`config.mk`:
```
export PLATFORM = sky130hd
export DESIGN_NAME = alu_seq
export DESIGN_NICKNAME = d
export VERILOG_FILES = /design/src/rtl/alu_seq_pkg.sv /design/src/rtl/alu_seq_core.sv /design/src/rtl/alu_seq.sv
export SDC_FILE = /design/constraint.sdc
export NUM_CORES = 1
export LEC_CHECK = 0
export ABC_AREA = 1
export CORE_AREA = 2 2 55 57
export DETAILED_ROUTE_END_ITERATION = 8
export DIE_AREA = 0 0 57 59
export PLACE_DENSITY = 0.76
export SETUP_SLACK_MARGIN = 0.5
export SYNTH_ARGS = -nofsm -noshare
export SYNTH_HDL_FRONTEND = slang
export SYNTH_SLANG_ARGS = --single-unit
```
`constraint.sdc`:
```
create_clock -name clk -period 4 [get_ports clk]
set_input_delay 0.8 -clock clk [delete_from_list [all_inputs] [get_ports clk]]
set_output_delay 0.8 -clock clk [all_outputs]
set_load 0.05 [all_outputs]
```
`src/rtl/alu_seq_pkg.sv`:
```
`default_nettype none
// ============================================================================
// Module      : alu_seq_pkg
// Description : Opcode and FSM state encodings shared by alu_seq and its core.
// Revision    : 1.0 - initial release
// ============================================================================
package alu_seq_pkg;

    localparam int OP_W = 4;

    typedef enum logic [OP_W-1:0] {
        OP_ADD  = 4'd0,
        OP_SUB  = 4'd1,
        OP_NOT  = 4'd2,
        OP_AND  = 4'd3,
        OP_OR   = 4'd4,
        OP_XOR  = 4'd5,
        OP_SLT  = 4'd6,
        OP_EQ   = 4'd7,
        OP_SLTU = 4'd8,
        OP_SLL  = 4'd9,
        OP_SRL  = 4'd10,
        OP_SRA  = 4'd11,
        OP_MUL  = 4'd12
    } op_e;

    typedef enum logic [1:0] {
        ST_IDLE = 2'd0,
        ST_BUSY = 2'd1,
        ST_DONE = 2'd2
    } state_e;

endpackage
`default_nettype wire

```
`src/rtl/alu_seq_core.sv`:
```
`default_nettype none
// ============================================================================
// Module      : alu_seq_core
// Description : Combinational single-cycle ALU datapath (all ops except MUL).
// Revision    : 1.0 - initial release
// ============================================================================
module alu_seq_core
    import alu_seq_pkg::*;
#(
    parameter int WIDTH = 4,
    parameter int SHW   = $clog2(WIDTH)
) (
    input  logic [WIDTH-1:0] a,
    input  logic [WIDTH-1:0] b,
    input  logic [OP_W-1:0]  op,
    output logic [WIDTH-1:0] result,
    output logic             zero,
    output logic             overflow,
    output logic             carry
);

    logic [WIDTH:0]   w_sum;
    logic [WIDTH:0]   w_diff;
    logic [SHW-1:0]   w_shamt;
    logic             w_slt;
    logic             w_sltu;
    logic             w_eq;

    assign w_sum   = {1'b0, a} + {1'b0, b};
    assign w_diff  = {1'b0, a} - {1'b0, b};
    assign w_shamt = b[SHW-1:0];
    assign w_slt   = $signed(a) < $signed(b);
    assign w_sltu  = a < b;
    assign w_eq    = a == b;

    // Out-of-range shift amounts (non power-of-two WIDTH) naturally give
    // 0 for logical shifts and all-sign for the arithmetic shift.
    always_comb begin
        result   = '0;
        overflow = 1'b0;
        carry    = 1'b0;
        case (op)
            OP_ADD: begin
                result   = w_sum[WIDTH-1:0];
                carry    = w_sum[WIDTH];
                overflow = (a[WIDTH-1] == b[WIDTH-1]) && (w_sum[WIDTH-1] != a[WIDTH-1]);
            end
            OP_SUB: begin
                result   = w_diff[WIDTH-1:0];
                carry    = w_diff[WIDTH];
                overflow = (a[WIDTH-1] != b[WIDTH-1]) && (w_diff[WIDTH-1] != a[WIDTH-1]);
            end
            OP_NOT:  result = ~a;
            OP_AND:  result = a & b;
            OP_OR:   result = a | b;
            OP_XOR:  result = a ^ b;
            OP_SLT:  result = {{(WIDTH-1){1'b0}}, w_slt};
            OP_EQ:   result = {{(WIDTH-1){1'b0}}, w_eq};
            OP_SLTU: result = {{(WIDTH-1){1'b0}}, w_sltu};
            OP_SLL:  result = a << w_shamt;
            OP_SRL:  result = a >> w_shamt;
            OP_SRA:  result = $unsigned($signed(a) >>> w_shamt);
            default: result = '0;
        endcase
    end

    assign zero = ~|result;

endmodule
`default_nettype wire

```
`src/rtl/alu_seq.sv`:
```
`default_nettype none
// ============================================================================
// Module      : alu_seq
// Description : Registered ALU with valid/ready handshakes and optional
//               iterative shift-add multiply (enabled by ALU_SEQ_MUL_EN).
// Revision    : 1.0 - initial release
// ============================================================================
module alu_seq
    import alu_seq_pkg::*;
#(
    parameter int WIDTH = 4,
    parameter int SHW   = $clog2(WIDTH)
) (
    input  logic             clk,
    input  logic             rst,
    input  logic             in_valid,
    output logic             in_ready,
    input  logic [WIDTH-1:0] a,
    input  logic [WIDTH-1:0] b,
    input  logic [OP_W-1:0]  op,
    output logic             out_valid,
    input  logic             out_ready,
    output logic [WIDTH-1:0] result,
    output logic             zero,
    output logic             overflow,
    output logic             carry
);

    state_e           r_state;
    logic [WIDTH-1:0] r_result;
    logic             r_zero;
    logic             r_overflow;
    logic             r_carry;

    logic [WIDTH-1:0] w_core_result;
    logic             w_core_zero;
    logic             w_core_overflow;
    logic             w_core_carry;
    logic             w_accept;
    logic             w_is_mul;

    assign in_ready  = (r_state == ST_IDLE);
    assign out_valid = (r_state == ST_DONE);
    assign w_accept  = in_valid && in_ready;
    assign result    = r_result;
    assign zero      = r_zero;
    assign overflow  = r_overflow;
    assign carry     = r_carry;

    alu_seq_core #(
        .WIDTH (WIDTH),
        .SHW   (SHW)
    ) u_core (
        .a        (a),
        .b        (b),
        .op       (op),
        .result   (w_core_result),
        .zero     (w_core_zero),
        .overflow (w_core_overflow),
        .carry    (w_core_carry)
    );

`ifdef ALU_SEQ_MUL_EN
    localparam int c_CNT_W = $clog2(WIDTH + 1);
    localparam logic [c_CNT_W-1:0] c_CNT_LAST = c_CNT_W'(WIDTH);

    logic [2*WIDTH-1:0] r_acc;
    logic [2*WIDTH-1:0] r_mcand;
    logic [WIDTH-1:0]   r_mplier;
    logic [c_CNT_W-1:0] r_cnt;

    assign w_is_mul = (op == OP_MUL);

    // One multiplier bit per BUSY cycle; the FSM spends one extra cycle
    // after the last bit to move the accumulator into the result registers.
    always_ff @(posedge clk) begin
        if (rst) begin
            r_acc    <= '0;
            r_mcand  <= '0;
            r_mplier <= '0;
            r_cnt    <= '0;
        end else if (w_accept && w_is_mul) begin
            r_acc    <= '0;
            r_mcand  <= {{WIDTH{1'b0}}, a};
            r_mplier <= b;
            r_cnt    <= '0;
        end else if (r_state == ST_BUSY && r_cnt != c_CNT_LAST) begin
            if (r_mplier[0]) begin
                r_acc <= r_acc + r_mcand;
            end
            r_mcand  <= r_mcand << 1;
            r_mplier <= r_mplier >> 1;
            r_cnt    <= r_cnt + c_CNT_W'(1);
        end
    end
`else
    assign w_is_mul = 1'b0;
`endif

    always_ff @(posedge clk) begin
        if (rst) begin
            r_state    <= ST_IDLE;
            r_result   <= '0;
            r_zero     <= 1'b0;
            r_overflow <= 1'b0;
            r_carry    <= 1'b0;
        end else begin
            case (r_state)
                ST_IDLE: begin
                    if (w_accept) begin
                        if (w_is_mul) begin
                            r_state <= ST_BUSY;
                        end else begin
                            r_state    <= ST_DONE;
                            r_result   <= w_core_result;
                            r_zero     <= w_core_zero;
                            r_overflow <= w_core_overflow;
                            r_carry    <= w_core_carry;
                        end
                    end
                end
`ifdef ALU_SEQ_MUL_EN
                ST_BUSY: begin
                    if (r_cnt == c_CNT_LAST) begin
                        r_state    <= ST_DONE;
                        r_result   <= r_acc[WIDTH-1:0];
                        r_zero     <= ~|r_acc[WIDTH-1:0];
                        r_overflow <= |r_acc[2*WIDTH-1:WIDTH];
                        r_carry    <= 1'b0;
                    end
                end
`endif
                ST_DONE: begin
                    if (out_ready) begin
                        r_state <= ST_IDLE;
                    end
                end
                default: r_state <= ST_IDLE;
            endcase
        end
    end

endmodule
`default_nettype wire

```
==> results_tabular.tex <==
\begin{tabular}{lr}
\hline
Metric & Value \\
\hline
\multicolumn{2}{l}{\textbf{Clock network}} \\
Post\_cts resized & 0 \\
Maximum level of the CTS H-tree & 1 \\
Clock Latency Late Sink & 0.26 ns \\
Root buf cell & clkbuf\_4 \\
Clock transition at the registers of the reported paths & 0.05 ns \\
Count of hold-fix buffers inserted at cts & 0 \\
Maximum count of clock buffers along a single path & 2 \\
TritonCTS sink count & 8 \\
CTS tree & built \\
CTS Buf Count & 3 \\
Number of buffers inserted by post-CTS setup repair & 0 \\
\multicolumn{2}{l}{\textbf{Timing}} \\
Maximum operating frequency & 355.3 MHz \\
Worst slew slack as a fraction of its limit & 66.58\% \\
Shortest clock period the worst path allows after layout & 2.814 ns \\
Unrepaired setup endpoints after global routing & false \\
Pin slew with the least headroom to its limit & 0.4998 ns \\
Setup Total Neg Slack & 0 ns \\
Final period util & 70.35\% \\
Total count of hold-check failures in the final report & 0 \\
Final Slew Violations & 0 \\
Final setup skew & 0.0003752 ns \\
Final setup fails & 0 \\
\multicolumn{2}{l}{\textbf{Routing}} \\
Overall via count from detail\_route & 1368 \\
DRC viols & 0 \\
Detailed-router iteration count before antenna repair & 4 \\
Initial drt markers & 98 \\
Total Routed Length & 3.125 mm \\
Per-cell via count in the routed design & 5.202 \\
Average routed wire per standard cell & 11.88 µm \\
Number of antenna-violating nets in the routed design & 0 \\
\multicolumn{2}{l}{\textbf{Synth}} \\
Number of enable flip-flop cells after synthesis & 0 \\
Netlist area before placement & 1199 µm² \\
Distinct cell type count after synthesis & 26 \\
Post-synthesis sequential element count & 8 \\
Instance count of the mapped netlist & 208 \\
Flip-flop cell with the highest count after synthesis & dfxtp\_1 \\
Mean post-synth cell area & 5.763 µm² \\
Syn. warnings & 0 \\
Total nets after synthesis & 239 \\
Fraction of the yosys area taken by sequential cells & 13.36\% \\
Async S/R FF share, synth & 0\% \\
\multicolumn{2}{l}{\textbf{Power}} \\
Net switching fraction of the power & 42.35\% \\
Share of total power in sequential cells & 29.0\% \\
LEAKAGE & 0.7478 nW \\
Final Power & 0.0003087 W \\
Internal & 0.0001780 W \\
Clock network power share & 20.2\% \\
Sw power & 0.0001307 W \\
Power per Cell Area & 207.8 nW/µm² \\
Max IR drop VDD & 0.1985 mV \\
Fraction of power consumed by combinational cells & 50.8\% \\
\multicolumn{2}{l}{\textbf{Worst setup path}} \\
Crit path kind & input port to flip-flop \\
Crit. End Element & flip-flop \\
Crit path from & b[0] \\
Data required time of the critical path & 4.20 ns \\
Largest driver fanout on the critical path & 9 \\
Startpoint kind of the worst setup timing path & input port \\
WP data arrival & 3.01 ns \\
Worst flop-to-flop path startpoint & r\_state[1] \\
\multicolumn{2}{l}{\textbf{Floorplanning}} \\
Area of the die & 3363 µm² \\
Core Rows & 19 \\
Starting utilization of the core area & 44.23\% \\
Height of the die & 59 µm \\
I/O pin cnt & 25 \\
Chip Width & 57 µm \\
Standard cell core area & 2710 µm² \\
\multicolumn{2}{l}{\textbf{Finish}} \\
Highest-count cells in the layout ignoring fill and taps & 56 x nand2\_1, 30 x nor2\_1, 25 x inv\_1 \\
Most common cell after layout, fill and taps aside & nand2\_1 \\
Final design utilization & 54.80\% \\
Share of cells above drive strength 1 & 6.034\% \\
\# diodes & 0 \\
Fillers & 283 \\
Layout Area Growth over Synthesis & 23.90\% \\
Net count, final & 265 \\
\multicolumn{2}{l}{\textbf{Outcome}} \\
Outcome & complete, no violations \\
\multicolumn{2}{l}{\textbf{Global route}} \\
Pin count of the biggest net entering global routing & 15 \\
First-pass GRT wire length & 5.050 mm \\
GRT Total Usage & 19.51\% \\
Number of antenna violations at the first check in global routing & 0 \\
Via count of the first global-routing pass & 1162 \\
Global route overflow & 0 \\
\multicolumn{2}{l}{\textbf{Flow run}} \\
Number of violations of the max-capacitance limit & 0 \\
\multicolumn{2}{l}{\textbf{Min path}} \\
Hold path startpoint & zero \\
Min-Delay Path Class & flip-flop to flip-flop \\
\multicolumn{2}{l}{\textbf{Placed design}} \\
Number of port buffers & 24 \\
Final estimated routing congestion in global placement & 0.9784 \\
HPWL after DPL & 2.571 mm \\
\hline
\end{tabular}
[state kept, by name, summed over array words and instances, names as in the netlist]
register	cells
carry	1
overflow	1
r_state	1
result	4
zero	1
[worst paths after layout]
path | to | slack [ns] | cells past startpoint
hold / removal | zero | 0.48 | 2
hold reg to reg | zero | 0.48 | 2
setup reg to reg | zero | 2.71 | 7
setup / recovery | zero | 1.19 | 12
[cells in the mapped netlist, drive strengths merged, types with 3 or more instances]
cell	instances	share of area (%)
o211ai	6	3.8
ha	13	14
dfxtp	8	13
nor2	32	10
inv	30	9.4
o21ai	10	4.2
a21oi	8	3.7
or2	4	2.1
nand3	24	10
nand3b	3	1.9
nand2	58	19
[critical path: stages]
cell             delay [ns]
clkdlybuf4s50_1        0.64
ha_1                   0.26
inv_1                  0.07
fa_1                   0.38
or2_1                  0.26
nand3_1                0.08
nand2_1                0.05
nor2_1                 0.08
nand3_1                0.09
nor2_1                 0.11
nand3_1                0.09
a21oi_2                0.11
[power groups by stage]
| stage | combinational (W) | sequential (W) | clock (W) |
|---|---|---|---|
| finish | 0.000157 | 0.0000896 | 0.0000624 |
| global route | 0.000173 | 0.0000903 | 0.0000700 |
| CTS | 0.000156 | 0.0000896 | 0.0000648 |
| detailed placement | 0.000155 | 0.0000911 | 0 |
| global placement | 0.000156 | 0.0000910 | 0 |
| floorplan | 0.0000795 | 0.000114 | 0 |
[logic make-up after synthesis]
group,share of synthesized area [%]
adder cells (fa/ha/maj),16.91
flip-flops,13.36
AO/OA/AOI/OAI,13.05
XOR/XNOR,0.7308
buffers and inverters,10.65
AND/OR/NAND/NOR,45.30
[stage by stage]
| stage | instance area (µm²) | setup slack (ns) | hold WS [ns] | std cells |
|---|---|---|---|---|
| 6_report | 1485 | 1.186 | 0.4787 | 263 |
| 5_1_grt | 1485 | 1.015 | 0.5392 | 263 |
| 4_1_cts | 1485 | 1.191 | 0.4822 | 263 |
| 3_5_place_dp | 1463 | 0.9276 | 0.4747 | 260 |
| 3_3_place_gp | 1463 | 0.9527 | 0.4728 | 260 |
| 2_1_floorplan | 1199 | 1.700 | 0.6983 | 208 |
[per-layer routing]
layer	wire length (µm)	part of all wire (%)	GRT usage, %	vias to the layer above
met5	0	0	0	-
li1	-	-	-	715
met1	1428	46	27.31	584
met3	293	9.4	3.930	5
met4	32	1.0	5.316	0
met2	1370	44	30.71	64
[final cells by class]
type | instances | area [µm²] | area share (%)
Clock buffer | 3 | 22.52 | 1.516
Sequential cell | 8 | 160.2 | 10.78
Multi-Input combinational cell | 167 | 910.9 | 61.33
Timing Repair Buffer | 24 | 240.2 | 16.18
Tap cell | 31 | 38.79 | 2.612
Inverter | 30 | 112.6 | 7.582
(Power assumes the default switching activity.)
